[src/rtl/rom_seq_pkg.sv]
// Shared types and constants for the ROM-path sequencer: FSM states, LFSR
// shape, datapath select widths and the rom6 range reduction.
package rom_seq_pkg;

  typedef enum logic [2:0] {
    StIdle,
    StDrive,
    StSettle,
    StEmit,
    StFinish
  } state_e;

  localparam int unsigned LfsrWidth = 8;
  // x^8 + x^6 + x^5 + x^4 + 1 as state-bit taps 7, 5, 4, 3
  localparam logic [LfsrWidth-1:0] LfsrTaps  = 8'hB8;
  localparam logic [LfsrWidth-1:0] LfsrReset = 8'h01;

  localparam int unsigned Rom1SelW  = 5;
  localparam int unsigned RomSelW   = 2;
  localparam int unsigned Rom6SelW  = 3;
  localparam int unsigned Rom6Range = 5;

  function automatic logic [Rom6SelW-1:0] rom6_reduce(input logic [Rom6SelW-1:0] v);
    return (v >= Rom6SelW'(Rom6Range)) ? v - Rom6SelW'(Rom6Range) : v;
  endfunction

endpackage

[src/rtl/sel_lfsr.sv]
// Select-generating LFSR: seed load (zero seed forced to 1), Fibonacci advance,
// and rom6 select folded into 0..4.
module sel_lfsr
  import rom_seq_pkg::*;
(
  input  logic                 clk,
  input  logic                 rst,
  input  logic                 load,
  input  logic [LfsrWidth-1:0] seed,
  input  logic                 advance,
  output logic [LfsrWidth-1:0] lfsr,
  output logic [Rom6SelW-1:0]  rom6_sel
);

  logic [LfsrWidth-1:0] lfsr_q;
  logic                 feedback;

  always_comb begin
    feedback = ^(lfsr_q & LfsrTaps);
    lfsr     = lfsr_q;
    rom6_sel = rom6_reduce(lfsr_q[Rom6SelW-1:0]);
  end

  always_ff @(posedge clk or posedge rst) begin
    if (rst) begin
      lfsr_q <= LfsrReset;
    end else if (load) begin
      lfsr_q <= (seed == '0) ? LfsrReset : seed;
    end else if (advance) begin
      lfsr_q <= {lfsr_q[LfsrWidth-2:0], feedback};
    end
  end

endmodule

[src/rtl/rom_path_sequencer.sv]
// Sequencer for the six-ROM datapath: steps rom1 selects, draws the rest from
// an LFSR, captures results and streams them out. RESULT_CHECKSUM_EN adds chk.
module rom_path_sequencer
  import rom_seq_pkg::*;
#(
  parameter int unsigned SIZE          = 32,
  parameter int unsigned SETTLE_CYCLES = 2,
  parameter int unsigned MAX_STEPS     = 28
) (
  input  logic                clk,
  input  logic                rst,
  input  logic                start,
  input  logic [4:0]          cfg_count,
  input  logic [7:0]          cfg_seed,
  output logic [Rom1SelW-1:0] rom1_sel,
  output logic [RomSelW-1:0]  rom2_sel,
  output logic [RomSelW-1:0]  rom3_sel,
  output logic [RomSelW-1:0]  rom4_sel,
  output logic [RomSelW-1:0]  rom5_sel,
  output logic [Rom6SelW-1:0] rom6_sel,
  input  logic [SIZE-1:0]     dp_result,
  output logic                res_valid,
  input  logic                res_ready,
  output logic [SIZE-1:0]     res_data,
  output logic [4:0]          res_index,
  output logic                busy,
  output logic                done
`ifdef RESULT_CHECKSUM_EN
  ,
  output logic [SIZE-1:0]     chk
`endif
);

  localparam int unsigned SettleW = (SETTLE_CYCLES > 1) ? $clog2(SETTLE_CYCLES) : 1;
  localparam logic [SettleW-1:0] SettleLast = SettleW'(SETTLE_CYCLES - 1);

  state_e               state_q;
  logic [4:0]           n_q;
  logic [4:0]           idx_q;
  logic [SettleW-1:0]   settle_q;
  logic [4:0]           n_clamp;
  logic                 start_ok;
  logic                 lfsr_adv;
  logic [LfsrWidth-1:0] lfsr;
  logic [Rom6SelW-1:0]  rom6_next;

  always_comb begin
    n_clamp  = (32'(cfg_count) > MAX_STEPS) ? 5'(MAX_STEPS) : cfg_count;
    // done is high during the first idle cycle; a start there is dropped
    start_ok = start && (state_q == StIdle) && !done;
    lfsr_adv = (state_q == StDrive);
  end

  sel_lfsr u_sel_lfsr (
    .clk      (clk),
    .rst      (rst),
    .load     (start_ok),
    .seed     (cfg_seed),
    .advance  (lfsr_adv),
    .lfsr     (lfsr),
    .rom6_sel (rom6_next)
  );

  always_ff @(posedge clk or posedge rst) begin
    if (rst) begin
      state_q   <= StIdle;
      n_q       <= '0;
      idx_q     <= '0;
      settle_q  <= '0;
      rom1_sel  <= '0;
      rom2_sel  <= '0;
      rom3_sel  <= '0;
      rom4_sel  <= '0;
      rom5_sel  <= '0;
      rom6_sel  <= '0;
      res_valid <= 1'b0;
      res_data  <= '0;
      res_index <= '0;
      busy      <= 1'b0;
      done      <= 1'b0;
`ifdef RESULT_CHECKSUM_EN
      chk       <= '0;
`endif
    end else begin
      done <= 1'b0;
      case (state_q)
        StIdle: begin
          if (start_ok) begin
            n_q     <= n_clamp;
            idx_q   <= '0;
            busy    <= 1'b1;
`ifdef RESULT_CHECKSUM_EN
            chk     <= '0;
`endif
            state_q <= (n_clamp == '0) ? StFinish : StDrive;
          end
        end
        StDrive: begin
          rom1_sel <= idx_q;
          rom2_sel <= lfsr[1:0];
          rom3_sel <= lfsr[3:2];
          rom4_sel <= lfsr[5:4];
          rom5_sel <= lfsr[7:6];
          rom6_sel <= rom6_next;
          settle_q <= '0;
          state_q  <= StSettle;
        end
        StSettle: begin
          if (settle_q == SettleLast) begin
            res_data  <= dp_result;
            res_index <= idx_q;
            res_valid <= 1'b1;
            state_q   <= StEmit;
          end else begin
            settle_q <= settle_q + 1'b1;
          end
        end
        StEmit: begin
          if (res_ready) begin
            res_valid <= 1'b0;
`ifdef RESULT_CHECKSUM_EN
            chk       <= chk ^ res_data;
`endif
            if (idx_q == n_q - 5'd1) begin
              state_q <= StFinish;
            end else begin
              idx_q   <= idx_q + 5'd1;
              state_q <= StDrive;
            end
          end
        end
        StFinish: begin
          done    <= 1'b1;
          busy    <= 1'b0;
          state_q <= StIdle;
        end
        default: state_q <= StIdle;
      endcase
    end
  end

endmodule
[config.mk]
export PLATFORM = sky130hd
export DESIGN_NAME = rom_path_sequencer
export DESIGN_NICKNAME = d
export VERILOG_FILES = /design/src/rtl/rom_seq_pkg.sv /design/src/rtl/sel_lfsr.sv /design/src/rtl/rom_path_sequencer.sv
export SDC_FILE = /design/constraint.sdc
export NUM_CORES = 1
export LEC_CHECK = 0
export CAP_MARGIN = 20
export CORE_MARGIN = 2
export CORE_UTILIZATION = 45
export DETAILED_ROUTE_END_ITERATION = 12
export PLACE_DENSITY = 0.75
export SLEW_MARGIN = 10
export SYNTH_ARGS = -nofsm -noshare
export SYNTH_HDL_FRONTEND = slang
export SYNTH_SLANG_ARGS = --single-unit
export TNS_END_PERCENT = 10
[constraint.sdc]
create_clock -name clk -period 2.8 [get_ports clk]
set_input_delay 0.56 -clock clk [delete_from_list [all_inputs] [get_ports clk]]
set_output_delay 0.56 -clock clk [all_outputs]
set_load 0.03 [all_outputs]
==> results.cfg <==
[clock_network]
clock_tree.root_cell = sky130_fd_sc_hd__clkbuf_8
cts_inserted_buffers = 9
postCtsResizedCells = 0
worstSkewPairLatency_ns = 0.35
cts_tree = yes
path_clk_slew_ns = 0.09
htree_num_levels = 3
clk_path_buf_depth = 2
post_cts_hold_buffer_count = 0
post_cts.repair.setup_buffers = 0
cts.sinks = 78

[critical_path]
cp_max_fo = 8
r2r_cells = 7
kind_of_critical_path = flop to flop
crit-reg2reg-capture = idx_q[3]$_DFFE_PP0P_
cp-start-kind = flop
critPathCaptureType = flop
critical_path.reg2reg.startpoint = n_q[0]$_DFFE_PP0P_
critPathArrivalTime_ns = 2.55
reg2reg_setup_slack_ns = 0.48
worst-endpoint-required_ns = 3.02

[job]
drv.max_cap_violation_count = 0

[layout]
ff_latch_area_um2 = 1950
layout-drive-gt1-share_pct = 23.2
post_layout_nonfiller_instances = 478
final_core_util_pct = 65.4
antennaDiodeCount = 0
area_taken_by_multi_input_logic_gates_um2 = 1390
final.fill_count = 566
area_growth_syn_to_layout_pct = 39.5
nets = 427

[global_route]
overflow = 0
grt_pass1_wl_um = 12000
via_count_of_the_first_global_routing_pass = 2590
pin_count_of_the_biggest_net_entering_global_routing = 38
initial_antenna_violation_count = 0
grt_util_all_layers_pct = 18.1

[timing]
slew_at_the_pin_closest_to_its_max_slew_limit_ns = 0.645
fin_tns_setup_ns = 0
fmax_mhz = 431
fin_skew_ns = 0.0117
timing.max_slew.rel_slack_pct = 56.9
final_setup_violation_count = 0
finalCritPeriodShare_pct = 82.9
worst_slack_ns = 0.478
period_minus_ws_final_ns = 2.32
final-max-slew-violation-count = 0
grt_setup_unrepaired = false
finalHoldViolations = 0

[synthesis]
syn_inst = 267
postSynth.topFlopCell = sky130_fd_sc_hd__dfrtp_1
synth_cell_types = 45
ys_warn_count = 0
synth_seq_cells = 78
synth.net_count = 320
postSynth.asyncResetShare_pct = 100
synthesis.area_um2 = 3440
avgSynthCellArea_um2 = 12.9
ys_seq_area_share_pct = 56.8
synth-edff-count = 0

[placement]
port-buffer-count = 104
routabilityCongestion = 0.779
dp_hpwl_um = 5110
post-place-cells = 462
placement.setup.worst_slack_ns = 0.329

[floorplan]
top_level_port_count = 105
rows = 31
fp.dieH_um = 91.4
initial_utilization_pct = 46.9
placeable_core_region_um2 = 7330
die_w_um = 91.4
floorplan.die_area_um2 = 8360

[drt]
post_drt_via_cell_ratio = 5.08
drtPass1Iterations = 5
route.detailed.drc = 0
post_drt_wl_per_cell_um = 14.9
number_of_drc_violations_after_detailed_routing_iteration_0 = 59
antenna_violating_nets_remaining = 0
num_vias = 2429
totalWireLength_um = 7140

[pwr]
pwr_dens_nw_per_um2 = 1260
power_leakage_uw = 0.00195
fin_total_pwr_uw = 6020
vdd.ir_drop.worst_mv = 0.701

[worst_hold_path]
hold_path_class = input pin to async pin

[status]
status = finished clean
[cell usage in the layout, fill, tap and decap left out, drive strengths merged, types with 4 or more instances in the layout]
cell type and count:
xor2 4, a21oi 7, clkbuf 10, nand2 10, nand3 7, o21ai 15, mux2 55, mux2i 9
inv 7, xnor2 5, ha 4, dfrtp 77, nor2 17, clkdlybuf4s50 104, buf 6
[flip-flops by register name (all words and copies together), names as in the netlist]
name / flops
n_q: 5
res_valid: 1
rom4_sel: 2
rom1_sel: 5
rom5_sel: 2
rom3_sel: 2
res_index: 5
done: 1
res_data: 32
rom2_sel: 2
state_q: 3
busy: 1
idx_q: 5
settle_q: 1
u_sel_lfsr.lfsr: 8
rom6_sel: 3
[worst max-delay path, stage by stage (launching register included)]
cell and delay, ns:
sky130_fd_sc_hd__dfrtp_1 0.41, sky130_fd_sc_hd__inv_1 0.09, sky130_fd_sc_hd__ha_1 0.22, sky130_fd_sc_hd__nand2b_1 0.12
sky130_fd_sc_hd__a21boi_0 0.09, sky130_fd_sc_hd__o311ai_2 0.60, sky130_fd_sc_hd__or2b_1 0.28, sky130_fd_sc_hd__a311o_2 0.38
[cell families after synthesis]
| group | count (synthesis) | synth area share [%] |
|---|---|---|
| AND/OR/NAND/NOR | 60 | 9.93 |
| adder cells (fa/ha/maj) | 4 | 1.46 |
| flip-flops | 78 | 56.8 |
| AO/OA/AOI/OAI | 30 | 5.82 |
| buffers and inverters | 22 | 3.06 |
| XOR/XNOR | 9 | 2.29 |
| multiplexers | 64 | 20.6 |
[worst max path at each step]
stage                                  start              endpoint  slack (ns)
after floorplan                          rst      busy$_DFFE_PP0P_        0.25
after global placement                 start    n_q[2]$_DFFE_PP0P_        0.38
after detailed placement               start    n_q[2]$_DFFE_PP0P_        0.33
after CTS                 n_q[0]$_DFFE_PP0P_  idx_q[3]$_DFFE_PP0P_        0.48
after global routing      n_q[0]$_DFFE_PP0P_  idx_q[3]$_DFFE_PP0P_        0.34
final                     n_q[0]$_DFFE_PP0P_  idx_q[3]$_DFFE_PP0P_        0.48
[where the power goes]
group          internal (uW)  switching (uW)  leakage (uW)  total (uW)
Clock                    409             414     0.0000883         823
Sequential              1660             409      0.000927        2070
Combinational           1540            1580      0.000930        3130
Total                   3610            2410       0.00195        6020
[Yosys cell counts (all sizes together), types with 3 or more instances]
cell    instances  area [um2]
buf            12        67.6
nor2           17        63.8
o21ai          15        75.1
mux2i           9        90.1
inv             8        30.0
xor2            4        35.0
nand3           7        35.0
dfrtp          77        1930
nand2b          3        18.8
a21oi           7        50.1
ha              4        50.1
mux2           55         619
nor4            3        33.8
nand2          10        37.5
xnor2           5        43.8
[stage by stage]
step	cell area, um2	hold WS (ns)
after global placement	4610	0.489
final	4800	0.490
after detailed placement	4610	0.494
after global routing	4800	0.506
after CTS	4800	0.489
after floorplan	3440	0.501
[layer usage]
layer  GRT usage, %  vias to the layer above  wire, um
met4           5.68                        0        61
met3           7.72                       11       611
met1           22.2                     1190      3120
met5              0                        -         0
met2           28.9                       79      3340
li1               -                     1149         -
[cell type report]
class / count / area share (%)
multi-input cells: 167 / 28.9
clock inverters: 6 / 1.30
inverters: 8 / 0.652
clock buffers: 10 / 2.66
flip-flops and latches: 78 / 40.7
repair buffers: 110 / 23.2
well taps: 99 / 2.58
Power figures use the tool's default switching activity.
